File: src/rtl/minterm_pkg.sv
// minterm_pkg: shared states and default sizing for the minterm capture reader
package minterm_pkg;
  typedef enum logic [1:0] {IDLE = 2'd0, WAIT = 2'd1, SAMPLE = 2'd2, DONE = 2'd3} state_t;
  localparam int N_DEF = 4;
  localparam int SETTLE_DEF = 1;
  function automatic int mask_w(input int n);
    return 1 << n;
  endfunction
  localparam int MASK_W = mask_w(N_DEF);
endpackage

File: src/rtl/minterm_capture_settle_timer.sv
// settle_timer: counts hold cycles for one input vector; hit on the last one
module settle_timer #(
  parameter int SETTLE = 1
) (
  input  logic clk,
  input  logic rst,
  input  logic clr,
  input  logic en,
  output logic hit
);
  localparam int CW = SETTLE > 1 ? $clog2(SETTLE) : 1;
  logic [CW-1:0] cnt;
  always_ff @(posedge clk)
    if (rst || clr) cnt <= '0;
    else if (en) cnt <= cnt + 1'b1;
  assign hit = cnt == CW'(SETTLE - 1);
endmodule

File: src/rtl/minterm_capture.sv
// minterm_capture: sweeps abcd through every input vector and records y into mask; MINTERM_CMP_EN adds reference compare
module minterm_capture
  import minterm_pkg::*;
#(
  parameter int N = N_DEF,
  parameter int SETTLE = SETTLE_DEF
) (
  input  logic                clk,
  input  logic                rst,
  input  logic                start,
  input  logic                y,
  output logic [N-1:0]        abcd,
  output logic                busy,
  output logic                done,
  output logic [(1<<N)-1:0]   mask
`ifdef MINTERM_CMP_EN
  ,
  input  logic [(1<<N)-1:0]   expected,
  output logic                match,
  output logic [N-1:0]        err_idx
`endif
);
  state_t state, state_n;
  logic [N-1:0] idx;
  logic hit, accept, last;
  assign accept = state == IDLE && start;
  assign last = idx == '1;
  settle_timer #(.SETTLE(SETTLE)) u_timer (
    .clk(clk),
    .rst(rst),
    .clr(accept || state == SAMPLE),
    .en (state == WAIT),
    .hit(hit)
  );
  always_comb begin
    state_n = state;
    case (state)
      IDLE:    state_n = start ? WAIT : IDLE;
      WAIT:    state_n = hit ? SAMPLE : WAIT;
      SAMPLE:  state_n = last ? DONE : WAIT;
      default: state_n = IDLE;
    endcase
  end
  always_ff @(posedge clk)
    if (rst) begin
      state <= IDLE;
      idx <= '0;
      mask <= '0;
    end else begin
      state <= state_n;
      if (accept) begin
        idx <= '0;
        mask <= '0;
      end else if (state == SAMPLE) begin
        mask[idx] <= y;
        if (!last) idx <= idx + 1'b1;
      end
    end
  assign abcd = idx;
  assign busy = state == WAIT || state == SAMPLE;
  assign done = state == DONE;
`ifdef MINTERM_CMP_EN
  logic mismatch;
  // only the first disagreement is kept, so err_idx is the lowest failing vector
  always_ff @(posedge clk)
    if (rst || accept) begin
      mismatch <= 1'b0;
      match <= 1'b0;
      err_idx <= '0;
    end else if (state == SAMPLE && y != expected[idx] && !mismatch) begin
      mismatch <= 1'b1;
      err_idx <= idx;
    end else if (state == DONE) match <= ~mismatch;
`endif
endmodule

File: config.mk
export PLATFORM = sky130hd
export DESIGN_NAME = minterm_capture
export DESIGN_NICKNAME = d
export VERILOG_FILES = /design/src/rtl/minterm_pkg.sv /design/src/rtl/minterm_capture_settle_timer.sv /design/src/rtl/minterm_capture.sv
export SDC_FILE = /design/constraint.sdc
export NUM_CORES = 1
export LEC_CHECK = 0
export BUFFER_PORTS_ARGS = -buffer_cell sky130_fd_sc_hd__buf_2
export CORE_ASPECT_RATIO = 1.25
export CORE_MARGIN = 1.5
export CORE_UTILIZATION = 50
export DETAILED_ROUTE_END_ITERATION = 10
export PLACE_DENSITY_LB_ADDON = 0.2
export SYNTH_ARGS = -nofsm -noshare
export SYNTH_HDL_FRONTEND = slang
export SYNTH_SLANG_ARGS = --single-unit
File: constraint.sdc
create_clock -name clk -period 1.5 [get_ports clk]
set_clock_uncertainty 0.05 [all_clocks]
set_input_delay 0.15 -clock clk [delete_from_list [all_inputs] [get_ports clk]]
set_output_delay 0.15 -clock clk [all_outputs]
set_load 0.02 [all_outputs]
## Yosys cells after proc, flatten, opt, wreduce, memory -nomap -nowiden

Cells that the tools add are included.

| operators by class | value |
|---|---|
| add/subtract/negate cells | 2 |
| order comparisons | 2 |
| eq/ne operators | 4 |
| bitwise gates (word level) | 1 |
| muxes and demuxes | 7 |
| reductions and logical operators | 8 |

Operator list:

| operator | number |
|---|---|
| $bwmux 16 | 1 |
| $pmux 2 s3 | 1 |
| $lt 4x5->1 const B | 1 |
| $add 4x1->4 const B | 1 |
| $demux 1 s4 | 1 |
| $eq 2x2->1 const B | 2 |
| $eq 4x4->1 const B | 1 |
| $ge 4x1->1 const B | 1 |
| $mux 2 | 2 |
| $logic_or 1x1->1 | 3 |
| $eq 2x1->1 const B | 1 |
| $logic_and 1x1->1 | 2 |
| $logic_not 2->1 | 1 |
| $mux 1 | 2 |
| $reduce_and 2->1 | 1 |
| $reduce_or 2->1 | 1 |
| $add 1x1->1 const B | 1 |
| $not 1->1 | 1 |

| word-level totals | value |
|---|---|
| bits of input ports | 4 |
| register bits after elaboration | 23 |
| logic and storage cells | 28 |

## Logic depth before layout (Yosys ltp)

| depth | value |
|---|---|
| word-level depth | 5 |
| mapped depth | 7 |
| mapped depth without buffers | 5 |

## Cells and area by module

A second synthesis with hierarchy kept.

| unflattened totals | value |
|---|---|
| cell total of the unflattened synthesis | 126 |
| area, all modules | 1142.3 um^2 |

By module, submodules not included:

| module | area an instance (um^2) | instances | sequential area each (um^2) | cells an instance |
|---|---|---|---|---|
| minterm_capture | 1099.8 | 1 | 440.4 | 122 |
| settle_timer | 42.5 | 1 | 20.0 | 4 |

## Least setup slack after synthesis

Ideal clock, no wire load.

| path | value |
|---|---|
| path type | reg2reg |
| start point | register idx[0] (netlist: abcd[0]) |
| end point | register mask[8] |
| required time | 1.322 ns |
| cell stages (with the launch flop) | 6 |
| setup time | 0.128 ns |
| path slack | 0.105 ns |
| buffers on the path | 0 |
| arrival time | 1.217 ns |
| path through | dfxtp_1 > inv_1 > ha_1 > nand4b_1 > mux2i_1 > nor2_1 |

| between the ends | value |
|---|---|
| longest elaborated chain between the ends | 5 |
| elaborated cells between the ends (all ways) | 6 |
| those cells by class | 2 x order compare; 3 x mux; 1 x reduce/logical |

RTL lines:

| what | RTL line | RTL |
|---|---|---|
| start, declared | minterm_capture.sv:24 | `logic [N-1:0] idx;` |
| start signal, assigned | minterm_capture.sv:56 | `if (!last) idx <= idx + 1'b1;` |
| $lt 4x5->1 (not written as such) / $ge 4x1->1 (equally long branches) | minterm_capture.sv:55 | `mask[idx] <= y;` |
| $logic_and 1x1->1 (not written as such) | minterm_capture.sv:55 |  |
| $mux 1 (not written as such) | minterm_capture.sv:55 |  |
| $demux 1 s4 (*) | minterm_capture.sv:55 |  |
| $bwmux 16 (*) | minterm_capture.sv:55 |  |
| end signal, assigned by index | minterm_capture.sv:55 |  |
| end, declared | minterm_capture.sv:15 | `output logic [(1<<N)-1:0] mask` |

Every way passes the cells marked *; elsewhere a longest branch is shown, timed or not.
A chain may end at the register's enable or synchronous reset.

## Worst setup path after layout

| path | value |
|---|---|
| start point | register state[1] |
| end point | output busy |

| between the ends | value |
|---|---|
| longest elaborated chain between the ends | 2 |
| elaborated cells between the ends (all ways) | 3 |
| those cells by class | 2 x eq/ne; 1 x reduce/logical |

RTL lines:

| what | RTL line | RTL |
|---|---|---|
| start, declared | minterm_capture.sv:23 | `state_t state, state_n;` |
| start signal, assigned | minterm_capture.sv:50 | `state <= state_n;` |
| $eq 2x1->1 / $eq 2x2->1 (equally long branches) | minterm_capture.sv:60 | `assign busy = state == WAIT \|\| state == SAMPLE;` |
| $logic_or 1x1->1 (*) | minterm_capture.sv:60 |  |
| end, declared | minterm_capture.sv:13 | `output logic busy,` |

Marked as above.

==> impl_metrics.env <==
export IMPL_p_leak_nw=0.597
export IMPL_htreeDepth=1
export IMPL_core_um2=2190
export IMPL_max_cap_violations=0
export IMPL_io_pins=26
export IMPL_yosysMostFrequentCell="dfxtp_1"
export IMPL_ys_top_cells_by_count="dfxtp_1 (23), a21oi_1 (12), nand4_1 (12), o21ai_1 (10), ha_1 (9)"
export IMPL_power_density_nw_per_um2=765
export IMPL_synth_edff_count=0
export IMPL_first_global_vias=912
export IMPL_period_share_pct=95.0
export IMPL_clock_path_buffers=2
export IMPL_path_delay_family="flip-flops"
export IMPL_status="completed"
export IMPL_grt_setup_unrepaired="false"
export IMPL_p_clk_share_pct=27.7
export IMPL_initial_core_util_pct=52.2
export IMPL_cts_root_buf="clkbuf_4"
export IMPL_synth_cells=123
export IMPL_diodes=0
export IMPL_ys_warn_count=0
export IMPL_grt_pass1_wl_um=3970
export IMPL_rows=19
export IMPL_cp_slowest_stage_delay_ps=420
export IMPL_cp_end_kind="output port"
export IMPL_gp_congestion=0.830
export IMPL_final_antenna_net_count=0
export IMPL_path_clk_slew_ps=120
export IMPL_maxSlewViolCount=0
export IMPL_layout_drive_gt1_share_pct=28.6
export IMPL_wl_um=2390
export IMPL_synth_distinct_cells=28
export IMPL_finalNetCount=161
export IMPL_syn_avg_cell_area_um2=9.28
export IMPL_ir_worst_vdd_uv=621
export IMPL_port_buffers=25
export IMPL_reg2reg_depth=6
export IMPL_hold_path_class="in -> reg"
export IMPL_synth_top_flop_cell="dfxtp_1"
export IMPL_clk_latency_ps=300
export IMPL_finalPower_mw=1.03
export IMPL_dpl_hpwl_um=1590
export IMPL_worst_path_max_delay_cell="dfxtp_1"
export IMPL_worst_ep_arrival_time_ps=1230
export IMPL_cts_tree="done"
export IMPL_setup_tns_ps=0
export IMPL_dieWidth_um=45.7
export IMPL_antenna_found_initial=0
export IMPL_cp_start_kind="flop"
export IMPL_fmax_mhz=702
export IMPL_seqPwrFrac_pct=60.8
export IMPL_holdPathStages=3
export IMPL_switching_share_pct=25.9
export IMPL_path_class="reg -> out"
export IMPL_power_switching_mw=0.268
export IMPL_die_area_um2=2580
export IMPL_grt_max_degree=29
export IMPL_area_growth_pct=18.4
export IMPL_synth_cell_area_um2=1140
export IMPL_vias=993
export IMPL_power_share_combinational_pct=11.5
export IMPL_async_flop_share_pct=0
export IMPL_yosys_area_top_type="dfxtp_1"
export IMPL_yosysSeqAreaShare_pct=40.4
export IMPL_crit_cells=3
export IMPL_path_buf_inv=2
export IMPL_remaining_drc_errors=0
export IMPL_via_per_inst=5.58
export IMPL_layout_min_cycle_time_ps=1430
export IMPL_cp_data_required_time_ps=1300
export IMPL_crit_fanout=3
export IMPL_crit_path_cell_trace="inv_1 > ha_1 > buf_2"
export IMPL_setup_violations=0
export IMPL_cts_made_buffers=3
export IMPL_synth_nets=136
export IMPL_hold_violations=0
export IMPL_die_y_um=56.4
export IMPL_ys_top_cells_by_area="dfxtp_1 (40%), ha_1 (9.9%), mux2i_1 (7.0%)"
export IMPL_grtUsageTotal_pct=20.3
export IMPL_max_slew_margin_pct=73.0
export IMPL_routedWlPerCell_um=13.4
export IMPL_ys_seq_elements=23
export IMPL_internal_power_mw=0.766
export IMPL_drtIter0Drc=26
export IMPL_worst_pin_slew_ps=404
export IMPL_dr_pass1_iters=4
export IMPL_cts_sinks=23
export IMPL_synth_top_area_share_pct=40.4
export IMPL_grt_ovfl_total=0
-- sequential cells by signal, indices dropped and copies added, names as in the netlist --
| name | count |
|---|---|
| abcd | 4 |
| state | 2 |
| u_timer.cnt | 1 |
| mask | 16 |
-- path summary, 6_finish.rpt --
path | from | to | slack, ps
worst max-delay path | state[1] | busy | 70
worst min-delay path | start | state[0] | 140
worst max register to register | state[0] | abcd[3] | 110
worst min register to register | mask[5] | mask[5] | 430
-- power by group through the flow --
stage	sequential [mW]	clock, mW	combinational (mW)
after global routing	0.630	0.317	0.132
final	0.628	0.286	0.119
after detailed placement	0.641	0	0.104
after CTS	0.627	0.298	0.106
after floorplan	0.641	0	0.0785
after global placement	0.639	0	0.0996
-- layout make-up --
cell class | instances | area (um2)
tap | 31 | 38.8
fill | 203 | 836
inverter | 5 | 18.8
multi-input combinational | 86 | 614
clock buffer | 3 | 22.5
sequential | 23 | 464
clock inverter | 1 | 5.00
timing repair buffer | 29 | 188
-- per-stage QoR --
step | instance area [um2] | std cells | utilization, % | hold WS [ps] | worst slack (ps)
after floorplan | 1140 | 123 | - | 165 | 105
after global placement | 1270 | 172 | 58.1 | 300 | 115
after detailed placement | 1270 | 172 | 58.1 | 303 | 24.8
after CTS | 1310 | 177 | 59.8 | 137 | 19.7
after global routing | 1350 | 178 | 61.8 | 179 | 7.62
final | 1350 | 178 | 61.8 | 138 | 75.0
-- per-layer routing --
layer	GRT usage (%)	vias up	share of wire, %
met5	0	-	0
met4	8.16	0	0.63
met3	1.93	2	3.8
met2	30.2	24	49
met1	29.5	478	47
li1	-	489	-
-- tightest hold or removal path, delay by kind of cell --
family / cells / cell delay, ps
AO/OA/AOI/OAI: 1 / 80
AND/OR/NAND/NOR: 1 / 120
buffers and inverters: 1 / 90
-- cells by family (layout without fill, tap and decap cells) --
| group | Yosys count | in the layout | synth area share, % |
|---|---|---|---|
| buffers and inverters | 14 | 38 | 7.02 |
| AND/OR/NAND/NOR | 41 | 41 | 21.1 |
| flip-flops | 23 | 23 | 40.4 |
| adder cells (fa/ha/maj) | 9 | 9 | 9.87 |
| XOR/XNOR | 1 | 1 | 0.768 |
| multiplexers | 8 | 8 | 7.02 |
| AO/OA/AOI/OAI | 27 | 27 | 13.9 |
-- placed cells by master, fill, tap and decap left out, types with 4 or more instances in the layout --
master,instances
buf_2,25
dfxtp_1,20
nand4_1,12
a21oi_1,12
o21ai_1,10
mux2i_1,8
nor2_1,8
ha_1,8
inv_1,5
nand4b_1,4
nand2_1,4
-- what timing repair did --
action / CTS / global route
endpoints found under the hold margin: 2 / 0
resized for setup: 0 / 6
buffers inserted: 0 / 0
setup endpoints to repair: 0 / 22
hold buffers: 1 / 0
(Power assumes the default switching activity.)
